--- src/rtl/cpu_pkg.sv ---
// Shared ownership encoding for the data-memory arbiter.
package cpu_pkg;

  localparam logic OWNER_CPU = 1'b0;
  localparam logic OWNER_EXT = 1'b1;

endpackage

--- src/rtl/dmem_arbiter_if.sv ---
// Requester and RAM-side signals of the data-memory arbiter, bundled for port connection.
interface dmem_arbiter_if #(
  parameter int unsigned width       = 16,
  parameter int unsigned daddr_width = 8
);

  logic                   cpu_req;
  logic                   cpu_we;
  logic [daddr_width-1:0] cpu_addr;
  logic [width-1:0]       cpu_wdata;
  logic                   cpu_stall;
  logic                   cpu_rvalid;
  logic [width-1:0]       cpu_rdata;

  logic                   ext_req;
  logic                   ext_we;
  logic [daddr_width-1:0] ext_addr;
  logic [width-1:0]       ext_wdata;
  logic                   ext_lock;
  logic                   ext_gnt;
  logic                   ext_rvalid;
  logic [width-1:0]       ext_rdata;

  logic [daddr_width-1:0] daddr;
  logic                   dwrite;
  logic [width-1:0]       dD;
  logic [width-1:0]       dQ;

  modport slave (
    input  cpu_req, cpu_we, cpu_addr, cpu_wdata,
    input  ext_req, ext_we, ext_addr, ext_wdata, ext_lock,
    input  dQ,
    output cpu_stall, cpu_rvalid, cpu_rdata,
    output ext_gnt, ext_rvalid, ext_rdata,
    output daddr, dwrite, dD
  );

  modport master (
    output cpu_req, cpu_we, cpu_addr, cpu_wdata,
    output ext_req, ext_we, ext_addr, ext_wdata, ext_lock,
    output dQ,
    input  cpu_stall, cpu_rvalid, cpu_rdata,
    input  ext_gnt, ext_rvalid, ext_rdata,
    input  daddr, dwrite, dD
  );

endinterface

--- src/rtl/dmem_arbiter.sv ---
// Two-port arbiter in front of a single-port synchronous data RAM: round-robin on contention,
// bounded external lock, registered read-valid strobes and a saturating CPU stall counter.
module dmem_arbiter
  import cpu_pkg::*;
#(
  parameter int unsigned width       = 16,
  parameter int unsigned daddr_width = 8,
  parameter int unsigned lock_max    = 8,
  parameter int unsigned cnt_width   = 16
) (
  input  logic                 clk,
  input  logic                 reset,
  dmem_arbiter_if.slave        bus,
  output logic [cnt_width-1:0] stall_count
);

  localparam int unsigned LockW = $clog2(lock_max + 1);
  localparam logic [LockW-1:0] LockMax = LockW'(lock_max);

  logic                   last_owner_q;
  logic [LockW-1:0]       lock_cnt_q;
  logic                   cpu_rvalid_q;
  logic                   ext_rvalid_q;
  logic [cnt_width-1:0]   stall_count_q;

  logic                   cpu_gnt;
  logic                   ext_gnt;
  logic                   cpu_stall;
  logic                   lock_expired;
  logic                   lock_hold;
  logic [daddr_width-1:0] addr_mux;
  logic [width-1:0]       wdata_mux;

  // Grants stay low during reset so no RAM write can slip through.
  always_comb begin
    lock_expired = (lock_cnt_q == LockMax);
    lock_hold    = bus.ext_req & bus.ext_lock & (lock_cnt_q != '0) & ~lock_expired;
    cpu_gnt      = 1'b0;
    ext_gnt      = 1'b0;
    if (!reset) begin
      if (lock_expired) begin
        cpu_gnt = bus.cpu_req;
      end else if (lock_hold) begin
        ext_gnt = 1'b1;
      end else if (bus.cpu_req && bus.ext_req) begin
        if (last_owner_q == OWNER_EXT) cpu_gnt = 1'b1;
        else                           ext_gnt = 1'b1;
      end else begin
        cpu_gnt = bus.cpu_req;
        ext_gnt = bus.ext_req;
      end
    end
  end

  always_comb begin
    addr_mux  = bus.cpu_addr;
    wdata_mux = bus.cpu_wdata;
    if (ext_gnt) begin
      addr_mux  = bus.ext_addr;
      wdata_mux = bus.ext_wdata;
    end
  end

  assign cpu_stall      = bus.cpu_req & ~cpu_gnt;
  assign bus.cpu_stall  = cpu_stall;
  assign bus.ext_gnt    = ext_gnt;
  assign bus.daddr      = addr_mux;
  assign bus.dD         = wdata_mux;
  assign bus.dwrite     = (cpu_gnt & bus.cpu_we) | (ext_gnt & bus.ext_we);
  // Masking with reset drops the strobe of a read granted just before reset.
  assign bus.cpu_rvalid = cpu_rvalid_q & ~reset;
  assign bus.ext_rvalid = ext_rvalid_q & ~reset;
  assign bus.cpu_rdata  = bus.dQ;
  assign bus.ext_rdata  = bus.dQ;
  assign stall_count    = stall_count_q;

  always_ff @(posedge clk) begin
    if (reset) begin
      last_owner_q  <= OWNER_EXT;
      lock_cnt_q    <= '0;
      cpu_rvalid_q  <= 1'b0;
      ext_rvalid_q  <= 1'b0;
      stall_count_q <= '0;
    end else begin
      if (cpu_gnt)      last_owner_q <= OWNER_CPU;
      else if (ext_gnt) last_owner_q <= OWNER_EXT;

      if (lock_expired || !bus.ext_req || !bus.ext_lock) lock_cnt_q <= '0;
      else if (ext_gnt)                                  lock_cnt_q <= lock_cnt_q + 1'b1;

      cpu_rvalid_q <= cpu_gnt & ~bus.cpu_we;
      ext_rvalid_q <= ext_gnt & ~bus.ext_we;

      if (cpu_stall && (stall_count_q != '1)) stall_count_q <= stall_count_q + 1'b1;
    end
  end

endmodule

--- src/flat_wrapper.sv ---
// flat-port wrapper written by rule: the top's interface ports become plain ports
module dmem_arbiter_flat import cpu_pkg::*;
#(
  parameter int unsigned width       = 16,
  parameter int unsigned daddr_width = 8,
  parameter int unsigned lock_max    = 8,
  parameter int unsigned cnt_width   = 16
)
  (clk, reset, stall_count, bus_cpu_req, bus_cpu_we, bus_cpu_addr, bus_cpu_wdata, bus_ext_req, bus_ext_we, bus_ext_addr, bus_ext_wdata, bus_ext_lock, bus_dQ, bus_cpu_stall, bus_cpu_rvalid, bus_cpu_rdata, bus_ext_gnt, bus_ext_rvalid, bus_ext_rdata, bus_daddr, bus_dwrite, bus_dD);
  dmem_arbiter_if #(.width(width), .daddr_width(daddr_width)) bus_i ();
  input  logic clk;
  input  logic reset;
  output logic [cnt_width-1:0] stall_count;
  input wire logic [$bits(bus_i.cpu_req)-1:0] bus_cpu_req;
  input wire logic [$bits(bus_i.cpu_we)-1:0] bus_cpu_we;
  input wire logic [$bits(bus_i.cpu_addr)-1:0] bus_cpu_addr;
  input wire logic [$bits(bus_i.cpu_wdata)-1:0] bus_cpu_wdata;
  input wire logic [$bits(bus_i.ext_req)-1:0] bus_ext_req;
  input wire logic [$bits(bus_i.ext_we)-1:0] bus_ext_we;
  input wire logic [$bits(bus_i.ext_addr)-1:0] bus_ext_addr;
  input wire logic [$bits(bus_i.ext_wdata)-1:0] bus_ext_wdata;
  input wire logic [$bits(bus_i.ext_lock)-1:0] bus_ext_lock;
  input wire logic [$bits(bus_i.dQ)-1:0] bus_dQ;
  output wire logic [$bits(bus_i.cpu_stall)-1:0] bus_cpu_stall;
  output wire logic [$bits(bus_i.cpu_rvalid)-1:0] bus_cpu_rvalid;
  output wire logic [$bits(bus_i.cpu_rdata)-1:0] bus_cpu_rdata;
  output wire logic [$bits(bus_i.ext_gnt)-1:0] bus_ext_gnt;
  output wire logic [$bits(bus_i.ext_rvalid)-1:0] bus_ext_rvalid;
  output wire logic [$bits(bus_i.ext_rdata)-1:0] bus_ext_rdata;
  output wire logic [$bits(bus_i.daddr)-1:0] bus_daddr;
  output wire logic [$bits(bus_i.dwrite)-1:0] bus_dwrite;
  output wire logic [$bits(bus_i.dD)-1:0] bus_dD;
  assign bus_i.cpu_req = bus_cpu_req;
  assign bus_i.cpu_we = bus_cpu_we;
  assign bus_i.cpu_addr = bus_cpu_addr;
  assign bus_i.cpu_wdata = bus_cpu_wdata;
  assign bus_i.ext_req = bus_ext_req;
  assign bus_i.ext_we = bus_ext_we;
  assign bus_i.ext_addr = bus_ext_addr;
  assign bus_i.ext_wdata = bus_ext_wdata;
  assign bus_i.ext_lock = bus_ext_lock;
  assign bus_i.dQ = bus_dQ;
  assign bus_cpu_stall = bus_i.cpu_stall;
  assign bus_cpu_rvalid = bus_i.cpu_rvalid;
  assign bus_cpu_rdata = bus_i.cpu_rdata;
  assign bus_ext_gnt = bus_i.ext_gnt;
  assign bus_ext_rvalid = bus_i.ext_rvalid;
  assign bus_ext_rdata = bus_i.ext_rdata;
  assign bus_daddr = bus_i.daddr;
  assign bus_dwrite = bus_i.dwrite;
  assign bus_dD = bus_i.dD;
  dmem_arbiter #(.width(width), .daddr_width(daddr_width), .lock_max(lock_max), .cnt_width(cnt_width)) u_core (.clk(clk), .reset(reset), .bus(bus_i), .stall_count(stall_count));
endmodule
--- config.mk ---
export PLATFORM = sky130hd
export DESIGN_NAME = dmem_arbiter_flat
export DESIGN_NICKNAME = d
export VERILOG_FILES = /design/src/rtl/cpu_pkg.sv /design/src/rtl/dmem_arbiter_if.sv /design/src/rtl/dmem_arbiter.sv /design/src/flat_wrapper.sv
export SDC_FILE = /design/constraint.sdc
export NUM_CORES = 1
export LEC_CHECK = 0
export CELL_PAD_IN_SITES_DETAIL_PLACEMENT = 0
export CELL_PAD_IN_SITES_GLOBAL_PLACEMENT = 1
export CORE_MARGIN = 1
export CORE_UTILIZATION = 21
export CTS_CLUSTER_DIAMETER = 60
export DETAILED_ROUTE_END_ITERATION = 8
export PLACE_DENSITY = 0.89
export REMOVE_ABC_BUFFERS = 1
export SYNTH_ARGS = -nofsm -noshare
export SYNTH_HDL_FRONTEND = slang
export SYNTH_SLANG_ARGS = --single-unit
--- constraint.sdc ---
create_clock -name clk -period 2.6 [get_ports clk]
set_clock_uncertainty 0.2 [all_clocks]
set_input_delay 0.52 -clock clk [delete_from_list [all_inputs] [get_ports clk]]
set_output_delay 0.52 -clock clk [all_outputs]
set_load 0.1 [all_outputs]
==> qor.yml <==
placement:
  place_area_um2: 3040
  post-dp-hpwl_mm: 4.77
  io_buffers: 99
  place_congestion: 0.797
  dp.cells: 442
clock_network:
  cts_buffers: 3
  cts-hold-fix-buffers: 0
  cts_sinks: 23
  clk_pin_slew_worst_paths_ns: 0.08
  clk_latency_ns: 0.26
  cts-root-buf: "clkbuf_8"
  h-tree-depth: 1
  cts_buffer_depth: 2
  cts_tree: "built"
yosys:
  synth_seq_cells: 23
  synth_cell_type_count: 38
  synth_top_family_by_area: "simple AND/OR/NAND/NOR gates"
  synth_area_leaders: "dfxtp_1, nand2_1, buf_4, xnor2_1, nor2_1"
  synth.area.mux_share: 0.0120
  yosys.area_share.simple: 0.373
  yosys_warnings: 0
  ys_seq_area_frac: 0.261
  netlist_instances: 255
  synth_edf_count: 0
  yosysTopAreaCell: "dfxtp_1"
  synth-xor-area-share: 0.0546
  post_synth.cell_area_avg_um2: 6.92
  synth.top_cell.area_share: 0.261
  async_flop_share: 0
  synth-compound-area-share: 0.0921
  synthAdderAreaFrac: 0.0213
  synth_ff_type: "dfxtp_1"
  synth_area_um2: 1770
critical_path:
  critical_path_buf_inv_count: 5
  critPathMaxFanout: 6
  r2r-end: "u_core.stall_count[15]$_SDFFE_PP0P_"
  r2r_slack_ns: 0.24
  crit_required_ns: 1.88
  crit_arrival_ns: 2.07
  crit_path_end_kind: "output pin"
  r2r_cells: 7
  worst_r2r_startpoint: "u_core.lock_cnt_q[1]$_SDFFE_PP0P_"
  cp_slowest_cell: "dfxtp_2"
  crit_type: "register to output pin"
  crit_family: "buffers and inverters"
  max_stage_delay_ns: 0.35
  worst_setup_path_start_kind: "register"
  cp_cell_sequence: "inv_2, ha_4, and2b_2, o211ai_1, nand3_2, inv_2, buf_6, buf_16, nand2_4, nand2_4, buf_12"
route:
  wirelength_mm: 6.34
  drc: 0
  firstDrtPassIters: 4
  viasPerCell: 4.66
  ant_nets: 0
  vias: 2124
  drt_iter0_markers: 55
  wl_per_cell_um: 13.9
timing:
  rsz0062_at_grt: "true"
  fmax_mhz: 358
  finalWorstSetupSlack_ns: -0.190
  setup_tns_ns: -3.68
  min_period_over_period: 1.07
  fin_crit_ns: 2.79
  timing.hold.ws_ns: 0.335
  tightestPinTransition_ns: 0.374
  drv_slew: 0
  final-setup-viol-count: 26
  slew_headroom: 0.749
  hold_viol_final: 0
finish:
  synthToLayoutAreaGrowth_pct: 94.5
  fill_cells: 804
  antennaDiodeCount: 0
  stdcell_area_um2: 3430
  multi_input_area_um2: 1210
  seqCellArea_um2: 463
  layout_commonest_cell: "clkdlybuf4s50_1"
  final_cell_mix: "clkdlybuf4s50_1, buf_4, nand2_1, buf_12, dfxtp_1"
  drive_above_1_share: 0.396
  fin_nets: 426
  final_cells: 456
floorplan:
  fp.dieH_um: 93.7
  start_util: 0.216
  io_pins: 148
  core_um2: 8180
  die_w_um: 93.7
  dieArea_um2: 8780
  row_count: 33
hold_path:
  holdCritStartpoint: "u_core.stall_count[9]$_SDFFE_PP0P_"
  hold_class: "register to register"
  holdPathEnd: "u_core.stall_count[9]$_SDFFE_PP0P_"
  worst_hold_path.num_cells: 2
status:
  status: "finished, violations left"
  violations: "setup timing"
grt:
  grt_max_degree: 28
  antenna_found_initial: 0
  grt-ovfl-total: 0
  grt_use_total: 0.144
  grt_pass1_wl_mm: 10.1
  grt_pass1_vias: 2153
power:
  leakage_uw: 0.00149
  p_per_area_nw_per_um2: 391
  vdd_drop_max_v: 0.000221
  p_total_uw: 1340
job:
  drv_cap: 0
-- worst max-delay path by stage --
stage                                 startpoint                             endpoint  depth (start not counted)
2_1_floorplan  u_core.lock_cnt_q[0]$_SDFFE_PP0P_                           bus_dwrite                          7
3_3_place_gp                               reset  u_core.stall_count[15]$_SDFFE_PP0P_                          7
3_5_place_dp                               reset  u_core.stall_count[15]$_SDFFE_PP0P_                          7
4_1_cts        u_core.lock_cnt_q[1]$_SDFFE_PP0P_                            bus_dD[8]                         11
5_1_grt        u_core.lock_cnt_q[1]$_SDFFE_PP0P_                            bus_dD[0]                         11
6_report       u_core.lock_cnt_q[1]$_SDFFE_PP0P_                            bus_dD[0]                         11
-- synthesized netlist by cell type (4+ instances only) --
cell and instances:
dfxtp_1 23, clkbuf_1 5, buf_4 32, nor4_1 9, nor2b_1 4, nor2_1 17, a21oi_1 9, nand3_1 11
nand4_1 5, inv_1 7, buf_2 4, nand2_1 81, xnor2_1 9
-- registers in the layout (all words and copies together), names as in the netlist --
register	count
u_core.cpu_rvalid_q	1
u_core.lock_cnt_q	4
u_core.ext_rvalid_q	1
u_core.stall_count	16
u_core.last_owner_q	1
-- per-layer routing --
| layer | global-route usage | share of wire | up-vias |
|---|---|---|---|
| met3 | 0.0655 | 0.12 | 2 |
| met5 | 0 | 0 | - |
| met4 | 0.0282 | 0.0033 | 0 |
| met1 | 0.167 | 0.40 | 983 |
| met2 | 0.245 | 0.48 | 135 |
| li1 | - | - | 1004 |
-- where the power goes --
| group | internal (µW) | total (µW) | leakage, µW | switching, µW |
|---|---|---|---|---|
| logic | 304 | 752 | 0.00128 | 448 |
| clock network | 107 | 225 | 0.0000255 | 118 |
| registers | 358 | 365 | 0.000187 | 6.39 |
-- area by class of cell --
class                   instances  share of cell area
repair buffers                135               0.454
multi-input cells             182               0.352
flip-flops and latches         23               0.135
well taps                     105              0.0383
clock buffers                   3              0.0120
inverters                       7             0.00765
clock inverters                 1             0.00146
-- stage by stage --
step	utilization	worst slack (ns)
floorplan	-	-1.75
global placement	0.372	-0.316
detailed placement	0.372	-0.324
CTS	0.415	-0.193
global route	0.420	-0.303
finish	0.420	-0.190
-- logic make-up after synthesis --
kind of cell / after synthesis
AND/OR/NAND/NOR: 144
buffers and inverters: 50
flip-flops: 23
AO/OA/AOI/OAI: 22
XOR/XNOR: 11
adder cells (fa/ha/maj): 3
multiplexers: 2
-- worst min-delay path, delay by kind of cell, from the launching register on --
family / cells / cell delay, ns
flops: 1 / 0.35
compound gates: 2 / 0.13
-- repair_timing --
action                                  in CTS  in global routing
buffers inserted                             8                  3
gates resized for setup                     67                 13
endpoints found under the setup margin      28                 27
pin swaps                                   19                 14
gates cloned                                 2                  0
Power figures use the tool's default switching activity.
